==> src/rtl/cp0_ctrl_pkg.sv <==
// Shared CP0 definitions: exception codes, register selects, write masks and
// the exported register-file view.
package cp0_ctrl_pkg;

  typedef enum logic [4:0] {
    INT  = 5'd0,
    MOD  = 5'd1,
    TLBL = 5'd2,
    TLBS = 5'd3,
    ADEL = 5'd4,
    ADES = 5'd5,
    IBE  = 5'd6,
    DBE  = 5'd7,
    SYS  = 5'd8,
    BP   = 5'd9,
    RI   = 5'd10,
    CPU  = 5'd11,
    OV   = 5'd12,
    TR   = 5'd13
  } ecode_t;

  // Selects are {rd[4:0], sel[2:0]}.
  localparam logic [7:0] RS_BADVADDR = {5'd8,  3'd0};
  localparam logic [7:0] RS_COUNT    = {5'd9,  3'd0};
  localparam logic [7:0] RS_COMPARE  = {5'd11, 3'd0};
  localparam logic [7:0] RS_STATUS   = {5'd12, 3'd0};
  localparam logic [7:0] RS_CAUSE    = {5'd13, 3'd0};
  localparam logic [7:0] RS_EPC      = {5'd14, 3'd0};

  localparam logic [31:0] CP0_STATUS_MASK = 32'h0000_FF03;
  localparam logic [31:0] CP0_CAUSE_MASK  = 32'h0000_0300;

  typedef struct packed {
    logic [31:0] badvaddr;
    logic [31:0] count;
    logic [31:0] compare;
    logic [31:0] status;
    logic [31:0] cause;
    logic [31:0] epc;
  } cp0_regfile_t;

  function automatic logic [31:0] apply_mask(input logic [31:0] old_v,
                                             input logic [31:0] new_v,
                                             input logic [31:0] mask);
    return (old_v & ~mask) | (new_v & mask);
  endfunction

  function automatic logic is_addr_err(input ecode_t c);
    return (c == ADEL) || (c == ADES);
  endfunction

endpackage

==> src/rtl/cp0_ctrl_timer.sv <==
// Count/Compare timer with prescaler and sticky timer-interrupt flag.
module cp0_timer #(
  parameter int unsigned TIMER_DIV = 2
) (
  input  logic        clk_i,
  input  logic        rst_ni,
  input  logic        cnt_we_i,
  input  logic [31:0] cnt_wd_i,
  input  logic        cmp_we_i,
  input  logic [31:0] cmp_wd_i,
  output logic [31:0] count_o,
  output logic [31:0] compare_o,
  output logic        ti_o
);

  localparam int unsigned PW = (TIMER_DIV > 1) ? $clog2(TIMER_DIV) : 1;
  localparam logic [PW-1:0] PMAX = PW'(TIMER_DIV - 1);

  logic [PW-1:0] presc_q, presc_d;
  logic [31:0]   count_q, count_d;
  logic [31:0]   compare_q, compare_d;
  logic          ti_q, ti_d;
  logic          tick;

  always_comb begin
    tick      = (presc_q == PMAX);
    presc_d   = tick ? '0 : presc_q + 1'b1;
    count_d   = tick ? count_q + 32'd1 : count_q;
    if (cnt_we_i) begin
      count_d = cnt_wd_i;
      presc_d = '0;
    end
    compare_d = cmp_we_i ? cmp_wd_i : compare_q;
    // Compare write clears TI even when the old values match this cycle.
    ti_d      = cmp_we_i ? 1'b0 : (ti_q | (count_q == compare_q));
  end

  always_ff @(posedge clk_i or negedge rst_ni) begin
    if (!rst_ni) begin
      presc_q   <= '0;
      count_q   <= '0;
      compare_q <= '0;
      ti_q      <= 1'b0;
    end else begin
      presc_q   <= presc_d;
      count_q   <= count_d;
      compare_q <= compare_d;
      ti_q      <= ti_d;
    end
  end

  assign count_o   = count_q;
  assign compare_o = compare_q;
  assign ti_o      = ti_q;

endmodule

==> src/rtl/cp0_ctrl.sv <==
// MIPS-style CP0: multi-lane MTC0 writes, precise exception entry, ERET,
// interrupt synchronisation and pending-interrupt generation.
module cp0_ctrl import cp0_ctrl_pkg::*; #(
  parameter int unsigned NPORT       = 2,
  parameter int unsigned TIMER_DIV   = 2,
  parameter int unsigned NHWINT      = 5,
  parameter int unsigned SYNC_STAGES = 2
) (
  input  logic                   clk,
  input  logic                   resetn,
  input  logic [NHWINT-1:0]      ext_int,
  input  logic [NPORT-1:0]       wen,
  input  logic [NPORT-1:0][7:0]  wsel,
  input  logic [NPORT-1:0][31:0] wdata,
  input  logic [NPORT-1:0]       exc_valid,
  input  ecode_t [NPORT-1:0]     exc_code,
  input  logic [NPORT-1:0][31:0] exc_pc,
  input  logic [NPORT-1:0]       exc_bd,
  input  logic [NPORT-1:0][31:0] exc_badvaddr,
  input  logic                   eret,
  input  logic [7:0]             rsel,
  output logic [31:0]            rdata,
  output logic                   cp0_flush,
  output logic [31:0]            epc_out,
  output logic                   int_pending,
  output cp0_regfile_t           cp0_reg
);

  logic [31:0] badvaddr_q, badvaddr_d;
  logic [31:0] status_q, status_d;
  logic [31:0] epc_q, epc_d;
  logic [31:0] cause_wr_q, cause_wr_d;
  logic        cause_bd_q, cause_bd_d;
  ecode_t      cause_code_q, cause_code_d;

  logic [SYNC_STAGES-1:0][NHWINT-1:0] sync_q;

  logic             found, accept;
  logic [NPORT-1:0] lane_ok;
  ecode_t           acc_code;
  logic [31:0]      acc_pc, acc_bva;
  logic             acc_bd;

  logic        cnt_we, cmp_we;
  logic [31:0] cnt_wd, cmp_wd;
  logic [31:0] count, compare;
  logic        ti;
  logic [5:0]  ip_hw;
  logic [31:0] cause_word;

  cp0_timer #(.TIMER_DIV(TIMER_DIV)) u_timer (
    .clk_i    (clk),
    .rst_ni   (resetn),
    .cnt_we_i (cnt_we),
    .cnt_wd_i (cnt_wd),
    .cmp_we_i (cmp_we),
    .cmp_wd_i (cmp_wd),
    .count_o  (count),
    .compare_o(compare),
    .ti_o     (ti)
  );

  // A lane may write only if no exception was accepted at or below its index.
  always_comb begin
    found    = 1'b0;
    lane_ok  = '0;
    acc_code = INT;
    acc_pc   = '0;
    acc_bva  = '0;
    acc_bd   = 1'b0;
    for (int unsigned i = 0; i < NPORT; i++) begin
      if (exc_valid[i] && !status_q[1] && !found) begin
        found    = 1'b1;
        acc_code = exc_code[i];
        acc_pc   = exc_pc[i];
        acc_bva  = exc_badvaddr[i];
        acc_bd   = exc_bd[i];
      end
      lane_ok[i] = !found;
    end
    accept = found & resetn;
  end

  // Priority low to high: eret, MTC0 lanes in order, exception entry.
  always_comb begin
    status_d     = status_q;
    epc_d        = epc_q;
    badvaddr_d   = badvaddr_q;
    cause_wr_d   = cause_wr_q;
    cause_bd_d   = cause_bd_q;
    cause_code_d = cause_code_q;
    cnt_we       = 1'b0;
    cnt_wd       = '0;
    cmp_we       = 1'b0;
    cmp_wd       = '0;
    if (eret) status_d[1] = 1'b0;
    for (int unsigned i = 0; i < NPORT; i++) begin
      if (wen[i] && lane_ok[i]) begin
        case (wsel[i])
          RS_STATUS:   status_d   = apply_mask(status_d, wdata[i], CP0_STATUS_MASK);
          RS_CAUSE:    cause_wr_d = apply_mask(cause_wr_d, wdata[i], CP0_CAUSE_MASK);
          RS_EPC:      epc_d      = wdata[i];
          RS_BADVADDR: badvaddr_d = wdata[i];
          RS_COUNT: begin
            cnt_we = 1'b1;
            cnt_wd = wdata[i];
          end
          RS_COMPARE: begin
            cmp_we = 1'b1;
            cmp_wd = wdata[i];
          end
          default: ;
        endcase
      end
    end
    if (accept) begin
      epc_d        = acc_bd ? acc_pc - 32'd4 : acc_pc;
      cause_bd_d   = acc_bd;
      cause_code_d = acc_code;
      status_d[1]  = 1'b1;
      if (is_addr_err(acc_code)) badvaddr_d = acc_bva;
    end
  end

  always_ff @(posedge clk or negedge resetn) begin
    if (!resetn) begin
      badvaddr_q   <= '0;
      status_q     <= '0;
      epc_q        <= '0;
      cause_wr_q   <= '0;
      cause_bd_q   <= 1'b0;
      cause_code_q <= INT;
    end else begin
      badvaddr_q   <= badvaddr_d;
      status_q     <= status_d;
      epc_q        <= epc_d;
      cause_wr_q   <= cause_wr_d;
      cause_bd_q   <= cause_bd_d;
      cause_code_q <= cause_code_d;
    end
  end

  always_ff @(posedge clk or negedge resetn) begin
    if (!resetn) begin
      sync_q <= '0;
    end else begin
      sync_q[0] <= ext_int;
      for (int unsigned s = 1; s < SYNC_STAGES; s++) sync_q[s] <= sync_q[s-1];
    end
  end

  always_comb begin
    ip_hw              = '0;
    ip_hw[NHWINT-1:0]  = sync_q[SYNC_STAGES-1];
    ip_hw[5]           = ti;
    cause_word         = cause_wr_q;
    cause_word[31]     = cause_bd_q;
    cause_word[15:10]  = ip_hw;
    cause_word[6:2]    = cause_code_q;
  end

  always_comb begin
    case (rsel)
      RS_BADVADDR: rdata = badvaddr_q;
      RS_COUNT:    rdata = count;
      RS_COMPARE:  rdata = compare;
      RS_STATUS:   rdata = status_q;
      RS_CAUSE:    rdata = cause_word;
      RS_EPC:      rdata = epc_q;
      default:     rdata = '0;
    endcase
  end

  always_comb begin
    cp0_reg.badvaddr = badvaddr_q;
    cp0_reg.count    = count;
    cp0_reg.compare  = compare;
    cp0_reg.status   = status_q;
    cp0_reg.cause    = cause_word;
    cp0_reg.epc      = epc_q;
  end

  assign cp0_flush   = accept;
  assign epc_out     = epc_q;
  assign int_pending = status_q[0] & ~status_q[1] & |(cause_word[15:8] & status_q[15:8]);

endmodule

==> config.mk <==
export PLATFORM = sky130hd
export DESIGN_NAME = cp0_ctrl
export DESIGN_NICKNAME = d
export VERILOG_FILES = /design/src/rtl/cp0_ctrl_pkg.sv /design/src/rtl/cp0_ctrl_timer.sv /design/src/rtl/cp0_ctrl.sv
export SDC_FILE = /design/constraint.sdc
export NUM_CORES = 1
export LEC_CHECK = 0
export BUFFER_PORTS_ARGS = -buffer_cell sky130_fd_sc_hd__buf_2
export CAP_MARGIN = 20
export CORE_AREA = 8 8 187 189
export CTS_BUF_LIST = sky130_fd_sc_hd__clkbuf_16
export DETAILED_ROUTE_END_ITERATION = 8
export DIE_AREA = 0 0 195 197
export HOLD_SLACK_MARGIN = 0.08
export PLACE_DENSITY_LB_ADDON = 0.05
export SYNTH_ARGS = -nofsm -noshare
export SYNTH_HDL_FRONTEND = slang
export SYNTH_SLANG_ARGS = --single-unit
==> constraint.sdc <==
create_clock -name clk -period 2.4 [get_ports clk]
set_input_delay 0 -clock clk [delete_from_list [all_inputs] [get_ports clk]]
set_output_delay 0 -clock clk [all_outputs]
set_load 0.02 [all_outputs]
==> tab_implementation.tex <==
\begin{tabular}{lr}
\hline
Metric & Value \\
\hline
\multicolumn{2}{l}{\textbf{Status}} \\
Outcome & completed \\
\multicolumn{2}{l}{\textbf{STA}} \\
Relative slew slack & 40.5\% \\
Slew at the pin with the worst max-slew slack & 892 ps \\
Max-slew violation count & 0 \\
Post-route clock period utilization & 98.7\% \\
Shortest clock period the worst path allows after layout & 2370 ps \\
Number of setup violations in the final report & 0 \\
Final number of hold-violating endpoints & 0 \\
Accumulated negative setup slack & 0 ps \\
Highest clock rate & 422 MHz \\
Unrepaired setup endpoints after global routing & yes \\
Skew final & 14.3 ps \\
\multicolumn{2}{l}{\textbf{Final layout}} \\
Fraction of layout instances using a drive strength above 1 & 31.9\% \\
Leading cell type in the layout, fill and taps excluded & buf\_2 \\
Number of fillers in the final layout & 3,070 \\
Number of nets in the layout & 2,323 \\
Fin cells & 2,503 \\
Final standard cell utilization of the core & 54.5\% \\
Commonest cells after routing, fill and taps aside & 456 x buf\_2, 168 x dlygate4sd3\_1, 165 x nand2\_1, 157 x dfrtp\_1, 125 x nor2\_1 \\
Area delta synth->final & 46.6\% \\
\multicolumn{2}{l}{\textbf{Global routing}} \\
GRT overflow & 0 \\
Initial antenna violation count & 1 \\
First-pass GRT wire length & 93,900 µm \\
Via count of the first global-routing pass & 14,000 \\
All-layer global routing usage & 32.4\% \\
Largest net degree at the start of global routing & 65 \\
\multicolumn{2}{l}{\textbf{Logic synthesis}} \\
Share of the yosys chip area belonging to registers & 33.2\% \\
Count of flip-flops with a built-in enable after synthesis & 0 \\
Proportion of register bits with asynchronous set or reset after synthesis & 100\% \\
Most used flip-flop cell after synthesis & dfrtp\_1 \\
Synthesized area divided by synthesized cell count & 8.22 µm² \\
Instance count of the mapped netlist & 1,450 \\
Number of synthesized register bits & 158 \\
Count of unique library cells instantiated by Yosys & 63 \\
Count of yosys warnings during synthesis & 0 \\
Netlist area before placement & 11,900 µm² \\
\multicolumn{2}{l}{\textbf{CTS}} \\
TritonCTS clock tree & yes \\
Clock buffers created by TritonCTS & 17 \\
Largest buffer count on any clock path & 2 \\
Insertion delay to the later sink of the worst-skew pair & 450 ps \\
Root Buffer Master & clkbuf\_16 \\
Sinks on the clock net & 158 \\
Clock slew at reported path FFs & 80 ps \\
Level count of the clock H-tree & 4 \\
\multicolumn{2}{l}{\textbf{Drt}} \\
Antenna-violating nets left & 0 \\
Avg WL per Cell & 26.1 µm \\
Via count & 14,100 \\
Routed wire length & 65,400 µm \\
Number of iterations in the first detailed-routing pass & 5 \\
First DRT Iteration DRCs & 1,329 \\
Detail-routed via count per cell & 5.64 \\
Drc violations & 0 \\
\multicolumn{2}{l}{\textbf{Pwr}} \\
Static leakage power & 8.61 nW \\
Power Density & 667 nW/µm² \\
Max rail drop VDD & 470 µV \\
Total design power & 11.7 mW \\
\multicolumn{2}{l}{\textbf{Place}} \\
DPL Wire Length & 51,100 µm \\
Buffers added on ports & 457 \\
Placer congestion estimate & 1.04 \\
Placed Instances & 2,294 \\
\multicolumn{2}{l}{\textbf{Floorplanning}} \\
Die Footprint & 38,400 µm² \\
Die H & 197 µm \\
\# IOs & 498 \\
Core outline area & 32,000 µm² \\
Number of placement rows & 66 \\
Horizontal die dimension & 195 µm \\
Initial core utilization & 37.2\% \\
\multicolumn{2}{l}{\textbf{Critical path}} \\
Worst-path fanout max & 7 \\
Worst setup SP type & flop \\
Worst Path Class, Setup & reg -> reg \\
Required @ worst endpoint & 2740 ps \\
Data arrival time at the worst-slack endpoint & 2710 ps \\
Worst setup EP type & flop \\
Flop-to-flop setup slack & 30 ps \\
\multicolumn{2}{l}{\textbf{Job}} \\
Number of max-capacitance violations reported & 0 \\
\multicolumn{2}{l}{\textbf{Worst hold path}} \\
Type of the most critical hold path & in -> reg \\
\hline
\end{tabular}
layout make-up:
class | instances | area [µm²] | share of cell area, %
Timing Repair Buffer | 760 | 5190 | 29.7
Antenna cell | 1 | 2.50 | 0.0143
Inverter | 14 | 52.6 | 0.301
Clock buffer | 17 | 425 | 2.43
Multi-Input combinational cell | 1130 | 7170 | 41.0
Tap cell | 408 | 510 | 2.92
Clock inverter | 15 | 169 | 0.967
Sequential cell | 158 | 3960 | 22.6
per-stage QoR:
step	setup WS [ps]	hold slack, ps	cell area [µm²]
after floorplan	-62.2	-296	12100
after global placement	-43.1	108	15000
after detailed placement	-58.6	111	15000
after CTS	9.83	83.0	17300
after global routing	-41.7	114	17500
final	30.4	83.8	17500
path summary, 6_finish.rpt:
kind | start | end | cells after the start
min reg2reg | sync_q[2] | cp0_reg[44] | 0
max reg2reg | status_q[1] | u_timer.count_o[30] | 9
max in group asynchronous | resetn | badvaddr_q[11] | 3
min | exc_pc[51] | epc_out[19] | 5
min in group asynchronous | resetn | u_timer.count_o[19] | 3
max | status_q[1] | u_timer.count_o[30] | 9
timing repair:
| action | 4_1_cts | 5_1_grt |
|---|---|---|
| hold buffers | 167 | 1 |
| pin swaps | 2 | 7 |
| resized for setup | 0 | 19 |
| endpoints found under the setup margin | 1 | 25 |
| hold endpoints to repair | 298 | 3 |
| gates cloned | 0 | 2 |
| setup buffers | 1 | 5 |
cell usage after synthesis, types with 7 or more instances:
cell,n,area [µm²]
o21ai_1,7,35.0
buf_4,86,646
nand4_1,21,131
nand3b_1,20,150
a21oi_1,103,515
o21ai_0,117,586
nor2_1,130,488
a22o_1,32,280
nand3_1,40,200
dfrtp_1,158,3950
xor2_1,15,131
clkbuf_1,78,293
and3_1,10,62.6
mux2i_1,109,1090
nand2_1,166,623
xnor2_1,63,552
a21o_1,23,173
a22oi_1,84,631
inv_1,12,45.0
nor4_1,19,119
buf_2,15,75.1
a211o_1,18,158
nand2b_1,8,50.1
nor3_1,19,95.1
cell families after synthesis:
family / share of synthesized area (%)
adders and majority gates: 0.210
muxes: 9.53
other: 0.0315
and+or+nand+nor: 19.0
xor gates and xnor gates: 5.73
AOI/OAI and AO/OA: 22.9
buffers and inverters: 9.45
DFF: 33.2
worst max-delay path: stages, from the launching register on:
cell,delay [ps]
dfrtp_2,470
buf_4,180
o21bai_2,240
and4b_2,300
and3b_2,260
buf_4,170
a211o_1,260
o21ai_0,150
o21bai_1,160
nand2_1,70
where the power goes:
group	internal (mW)	switching [mW]
clock network	1.63	1.25
logic	1.93	2.86
registers	3.18	0.806
per-layer routing:
layer	up-vias	track usage, %	wire length, µm
met1	6828	43.8	27900
met3	100	7.23	5770
met5	-	0	0
li1	6375	-	-
met2	823	51.1	29900
met4	0	10.4	1880
Power figures use the tool's default switching activity.
